[config.mk]
export PLATFORM = sky130hd
export DESIGN_NAME = regmap_arbiter
export DESIGN_NICKNAME = d
export VERILOG_FILES = /design/src/rtl/regmap_arbiter.sv
export SDC_FILE = /design/constraint.sdc
export NUM_CORES = 1
export LEC_CHECK = 0
export ABC_AREA = 0
export BUFFER_PORTS_ARGS = -buffer_cell sky130_fd_sc_hd__buf_2
export CORE_UTILIZATION = 45
export DETAILED_ROUTE_END_ITERATION = 8
export HOLD_SLACK_MARGIN = 0.03
export PLACE_DENSITY_LB_ADDON = 0.2
export SYNTH_ARGS = -nofsm -noshare
export SYNTH_HDL_FRONTEND = slang
export SYNTH_SLANG_ARGS = --single-unit
[constraint.sdc]
create_clock -name i_clk -period 1.7 [get_ports i_clk]
set_input_delay 0.085 -clock i_clk [delete_from_list [all_inputs] [get_ports i_clk]]
set_output_delay 0.085 -clock i_clk [all_outputs]
set_load 0.02 [all_outputs]
[src/rtl/regmap_arbiter.sv]
// Round-robin arbiter serialising two single-beat requesters onto one register-map port.
// Optional REGMAP_ARB_TIMEOUT_EN: ACCESS waits for i_rdvalid with a TIMEOUT-cycle bound and flags o_err.
module regmap_arbiter #(
  parameter int ADDR_WIDTH = 4,
  parameter int DATA_WIDTH = 8,
  parameter int TIMEOUT    = 15
) (
  input  logic                  i_clk,
  input  logic                  i_rst_n,
  input  logic                  i_req0,
  input  logic                  i_req1,
  input  logic                  i_wren0,
  input  logic                  i_wren1,
  input  logic [ADDR_WIDTH-1:0] i_addr0,
  input  logic [ADDR_WIDTH-1:0] i_addr1,
  input  logic [DATA_WIDTH-1:0] i_wrdata0,
  input  logic [DATA_WIDTH-1:0] i_wrdata1,
  output logic                  o_ack0,
  output logic                  o_ack1,
  output logic [DATA_WIDTH-1:0] o_rddata0,
  output logic [DATA_WIDTH-1:0] o_rddata1,
  output logic                  o_wren,
  output logic [ADDR_WIDTH-1:0] o_addr,
  output logic [DATA_WIDTH-1:0] o_wrdata,
  input  logic                  i_rdvalid,
  input  logic [DATA_WIDTH-1:0] i_rddata,
  output logic                  o_busy,
  output logic                  o_gnt,
  output logic                  o_err
);

  typedef enum logic [1:0] {IDLE, ACCESS, RESP} state_t;

  state_t                state_q;
  logic                  last_gnt_q;
  logic                  gnt_q;
  logic                  wren_q;
  logic [ADDR_WIDTH-1:0] addr_q;
  logic [DATA_WIDTH-1:0] wrdata_q;
  logic                  ack0_q;
  logic                  ack1_q;
  logic [DATA_WIDTH-1:0] rddata0_q;
  logic [DATA_WIDTH-1:0] rddata1_q;
  logic [DATA_WIDTH-1:0] cap_q;
  logic                  busy_q;
  logic                  err_q;
  logic                  tout_q;

  logic win_d;
  logic acc_done_d;
  logic tout_d;

  // On a tie the requester that did not win last time gets the bus.
  always_comb begin
    win_d = i_req1;
    if (i_req0 && i_req1) win_d = ~last_gnt_q;
  end

`ifdef REGMAP_ARB_TIMEOUT_EN
  localparam logic [7:0] TO_LAST = 8'(TIMEOUT - 1);
  logic [7:0] cnt_q;

  // Valid data takes priority over a timeout landing on the same cycle.
  always_comb begin
    acc_done_d = i_rdvalid || (cnt_q == TO_LAST);
    tout_d     = ~i_rdvalid;
  end
`else
  logic unused_rdvalid;
  assign unused_rdvalid = i_rdvalid ^ (TIMEOUT == 0);

  always_comb begin
    acc_done_d = 1'b1;
    tout_d     = 1'b0;
  end
`endif

  always_ff @(posedge i_clk) begin
    if (!i_rst_n) begin
      state_q    <= IDLE;
      last_gnt_q <= 1'b1;
      gnt_q      <= 1'b0;
      wren_q     <= 1'b0;
      addr_q     <= '0;
      wrdata_q   <= '0;
      ack0_q     <= 1'b0;
      ack1_q     <= 1'b0;
      rddata0_q  <= '0;
      rddata1_q  <= '0;
      cap_q      <= '0;
      busy_q     <= 1'b0;
      err_q      <= 1'b0;
      tout_q     <= 1'b0;
`ifdef REGMAP_ARB_TIMEOUT_EN
      cnt_q      <= '0;
`endif
    end else begin
      ack0_q <= 1'b0;
      ack1_q <= 1'b0;
      err_q  <= 1'b0;
      wren_q <= 1'b0;
      case (state_q)
        IDLE: begin
          if (i_req0 || i_req1) begin
            gnt_q      <= win_d;
            last_gnt_q <= win_d;
            wren_q     <= win_d ? i_wren1   : i_wren0;
            addr_q     <= win_d ? i_addr1   : i_addr0;
            wrdata_q   <= win_d ? i_wrdata1 : i_wrdata0;
            busy_q     <= 1'b1;
            state_q    <= ACCESS;
`ifdef REGMAP_ARB_TIMEOUT_EN
            cnt_q      <= '0;
`endif
          end
        end
        ACCESS: begin
          if (acc_done_d) begin
            cap_q   <= tout_d ? '0 : i_rddata;
            tout_q  <= tout_d;
            state_q <= RESP;
          end
`ifdef REGMAP_ARB_TIMEOUT_EN
          else begin
            cnt_q <= cnt_q + 8'd1;
          end
`endif
        end
        RESP: begin
          if (gnt_q) begin
            ack1_q    <= 1'b1;
            rddata1_q <= cap_q;
          end else begin
            ack0_q    <= 1'b1;
            rddata0_q <= cap_q;
          end
          err_q   <= tout_q;
          busy_q  <= 1'b0;
          state_q <= IDLE;
        end
        default: state_q <= IDLE;
      endcase
    end
  end

  assign o_ack0    = ack0_q;
  assign o_ack1    = ack1_q;
  assign o_rddata0 = rddata0_q;
  assign o_rddata1 = rddata1_q;
  assign o_wren    = wren_q;
  assign o_addr    = addr_q;
  assign o_wrdata  = wrdata_q;
  assign o_busy    = busy_q;
  assign o_gnt     = gnt_q;
  assign o_err     = err_q;

endmodule

# After elaboration in Yosys (flattened, before gate mapping)
# Index checks and enable logic that the tools add are counted.
word_totals:
  ff_bits: 44
  in_bits: 39
  output_inout_bits: 34
  elab_cells: 37
classes:
  eq_ne: 3
  muxes: 10
  n_bitwise: 2
  n_reduce_logical: 10
op_table:
  columns: ["cell", "count"]
  rows:
  - ["$reduce_and A2 Y1", 5]
  - ["$mux W8", 1]
  - ["$mux W1", 5]
  - ["$mux W4", 1]
  - ["$pmux W2 S2", 1]
  - ["$reduce_and A3 Y1", 1]
  - ["$eq A2 B1 Y1 const B", 1]
  - ["$eq A2 B2 Y1 const B", 1]
  - ["$logic_not A2 Y1", 1]
  - ["$mux W2", 1]
  - ["$ne A2 B2 Y1 const B", 1]
  - ["$not A1 Y1", 2]
  - ["$pmux W1 S2", 1]
  - ["$reduce_bool A2 Y1", 1]
  - ["$logic_and A1 B1 Y1", 1]
  - ["$logic_or A1 B1 Y1", 1]

# Logic depth before layout (Yosys ltp)
depth:
  ltp_word: 3
  ltp_mapped: 5
  ltp_nobuf: 3

# Least setup slack after synthesis
# Ideal clock, no wire load.
synth_path:
  kind: "register -> register"
  from: "register state_q[1]"
  to: "register addr_q[0], in the netlist o_addr[0]"
  setup_ps: 88
  t_arrival_ps: 1079
  t_required_ps: 1612
  slack_ps: 532
  stages_incl_launch_ff: 5
  n_path_buf: 1
  period_less_slack_ps: 1168
  cell_sequence: "dfxtp_1 -> nor2_2 -> buf_2 -> a21oi_1 -> a311oi_2"
synth_via:
  elab_chain_cells: 2
synth_lines:
  columns: ["element", "line_no", "source"]
  rows:
  - ["from (decl)", "34", "state_t state_q;"]
  - ["from (signal assigned)", "80", "state_q <= IDLE;"]
  - ["from (signal assigned)", "111", "state_q <= ACCESS;"]
  - ["from (signal assigned)", "121", "state_q <= RESP;"]
  - ["$logic_not A2 Y1", "102", "case (state_q)"]
  - ["$reduce_and A2 Y1 (no line)", null, null]
  - ["to (signal assigned)", "108", "addr_q <= win_d ? i_addr1 : i_addr0;"]
  - ["to (decl)", "38", "logic [ADDR_WIDTH-1:0] addr_q;"]
# Every way passes these cells.
# A chain may end at the register's enable or synchronous reset.

# Worst setup path in the final report
# Same ends and word-level chain as after synthesis.

==> results.json <==
{
  "run_status": "finished, final reports clean",
  "place_ws_ps": 370,
  "core_sq_um": 3720,
  "rsz0062_at_grt": "false",
  "wl_met2_mm": 1.80,
  "critPathKind": "flop to flop",
  "hold_violations": 0,
  "hold_path_class": "primary input to flop",
  "grt_max_degree": 26,
  "grt_overflow_total": 0,
  "gp_congestion": 0.770,
  "p_leak_nw": 1.10,
  "nets": 303,
  "grt_pass1_wl_mm": 6.25,
  "vdd_drop_max_mv": 0.519,
  "worstMarginPinSlew_ps": 547,
  "cts_buffers": 5,
  "die_y_um": 64.6,
  "avgSynthCellArea_sq_um": 9.28,
  "drt_iter0_drc": 85,
  "final_cell_mix": "70 x buf_2, 44 x dfxtp_1, 42 x nand2_1",
  "cts_num_sinks": 44,
  "syn_inst": 190,
  "setup_slack_ps": 362,
  "reg2reg_slack_ps": 360,
  "num_antenna_cells": 0,
  "yosysTopAreaCell": "dfxtp_1",
  "whs_path_depth": 3,
  "wl_met1_mm": 1.79,
  "syn2layout_area_growth_pct": 30.4,
  "power_mw": 2.15,
  "worst-endpoint-required_ps": 1910,
  "drive_gt1_share_pct": 38.1,
  "final_common_cell": "buf_2",
  "detailroute.via_count": 1548,
  "dp_hpwl_mm": 2.70,
  "hold_path_end": "cap_q[4]",
  "rows": 22,
  "arrival_ps": 1550,
  "io_pins": 73,
  "initial_core_util_pct": 47.4,
  "drv_slew": 0,
  "hold_path.startpoint": "i_rddata[4]",
  "ant_nets": 0,
  "final_cells": 313,
  "finalCritPeriodShare_pct": 78.7,
  "setup-violations-final": 0,
  "ys_seq_elements": 44,
  "ys_top_cells_by_area": "dfxtp_1 50%, mux2i_1 9.1%, nand2_1 8.9%",
  "dp_cells": 301,
  "antenna_found_initial": 0,
  "route.met3.wl_um": 161,
  "clock_skew_ps": 5.71,
  "cts_root_buf": "clkbuf_8",
  "vias_per_cell": 4.95,
  "cp-end-kind": "flop",
  "holdWs_ps": 32.5,
  "clock_latency_ps": 290,
  "dieArea_sq_um": 4170,
  "die_x_um": 64.6,
  "r2r_start": "state_q[1]",
  "ys_warn_count": 0,
  "cp_slowest_stage_delay_ps": 380,
  "crit_slowest_cell": "dfxtp_1",
  "place_area_sq_um": 2170,
  "cts_htree_levels": 2,
  "top_layer_used": "met4",
  "drc": 0,
  "final_util_pct": 61.9,
  "path_max_fanout": 10,
  "first_global_vias": 1448,
  "cts_resized": 0,
  "r2r.worst_path.cells": 4,
  "synth_top_area_share_pct": 50.0,
  "slew_headroom_pct": 63.4,
  "detail_route.wl_per_cell_um": 12.1,
  "portBuffers": 70,
  "drt_wl_total_mm": 3.78,
  "seq_area_frac_synth_pct": 50.0,
  "tritoncts": "built",
  "grt_usage_pct": 19.3,
  "finalSetupTns_ps": 0,
  "crit_path_start_kind": "flop",
  "reg2reg_to": "o_addr[0]",
  "fmax_ghz": 0.748,
  "synth_cell_type_count": 30,
  "synth_nets": 229,
  "cp_cell_sequence": "nor2_2, buf_4, a21oi_1, a311oi_2",
  "clock_path_buffers": 2,
  "syn_area_sq_um": 1760,
  "final_area_sq_um": 2300,
  "clkTransAtPathRegs_ps": 90,
  "final.min_clock_period_ps": 1340,
  "max_cap_violations": 0,
  "drt_pass1_iterations": 4,
  "powerDensity_nw_per_um2": 937
}
==> logic make-up after synthesis <==
family | after synthesis | share of synthesized area [%]
compound gates | 40 | 18.7
buf+inv | 16 | 4.68
flops | 44 | 50.0
mux | 16 | 9.08
other cells | 1 | 0.213
simple gates | 73 | 17.4
==> sequential cells by signal (all words and copies together), names as in the netlist <==
name / cells
o_ack0: 1
o_wren: 1
state_q: 2
o_wrdata: 8
o_ack1: 1
cap_q: 8
o_addr: 4
o_gnt: 1
last_gnt_q: 1
o_rddata1: 8
o_rddata0: 8
o_busy: 1
==> worst max-delay path: cells and delay by family (launching register included) <==
family	cells	cell delay (ps)
compound gates	2	330
buf+inv	1	240
flops	1	380
simple gates	1	310
==> routing by layer <==
metal | vias to the layer above | track usage, %
met2 | 40 | 33.6
met3 | 5 | 4.23
met1 | 709 | 23.4
li1 | 794 | -
met4 | 0 | 6.11
met5 | - | 0
==> how the worst max path moves through the flow <==
stage / startpoint / to / slack (ps) / cells past startpoint
after floorplan: state_q[1] / o_addr[0] / 530 / 4
after global placement: state_q[1] / o_wrdata[6] / 400 / 4
after detailed placement: state_q[1] / o_addr[0] / 370 / 4
after CTS: state_q[1] / o_addr[0] / 370 / 4
after global routing: state_q[1] / o_addr[0] / 210 / 4
final: state_q[1] / o_addr[0] / 360 / 4
==> repair_timing <==
action                                 CTS  global route
buffers inserted                         0             0
endpoints found under the hold margin    4             0
hold buffers                             4             0
==> final cells by class <==
class / instances / area, sq um
clock buffers: 5 / 68.8
clock inverters: 3 / 18.8
fillers: 348 / 1420
inverters: 1 / 3.75
multi-input cells: 130 / 805
flip-flops and latches: 44 / 881
well taps: 48 / 60.1
repair buffers: 82 / 463
==> cell usage after synthesis <==
master	count
buf_2	5
nand2_1	42
and3_1	2
conb_1	1
nor2_1	19
buf_4	2
mux2i_1	16
and2_4	1
dfxtp_1	44
buf_6	1
nor3_1	2
a21boi_2	1
a21boi_0	2
a21oi_1	21
a21bo_2	1
nor3b_1	1
buf_1	1
nand3b_1	1
o21ai_0	1
or2_0	1
o21a_1	1
nor2b_1	1
clkbuf_2	1
inv_1	1
nor2_2	1
a311oi_2	10
a22oi_1	1
a311oi_1	2
nand2b_1	2
clkbuf_1	5
==> power breakdown <==
part / internal [mW] / total [mW] / switching [mW] / leakage (nW)
combinational: 0.165 / 0.390 / 0.225 / 0.692
sequential: 1.09 / 1.13 / 0.0394 / 0.360
clock: 0.286 / 0.634 / 0.348 / 0.0479
total: 1.54 / 2.15 / 0.612 / 1.10
(Power assumes the default switching activity.)
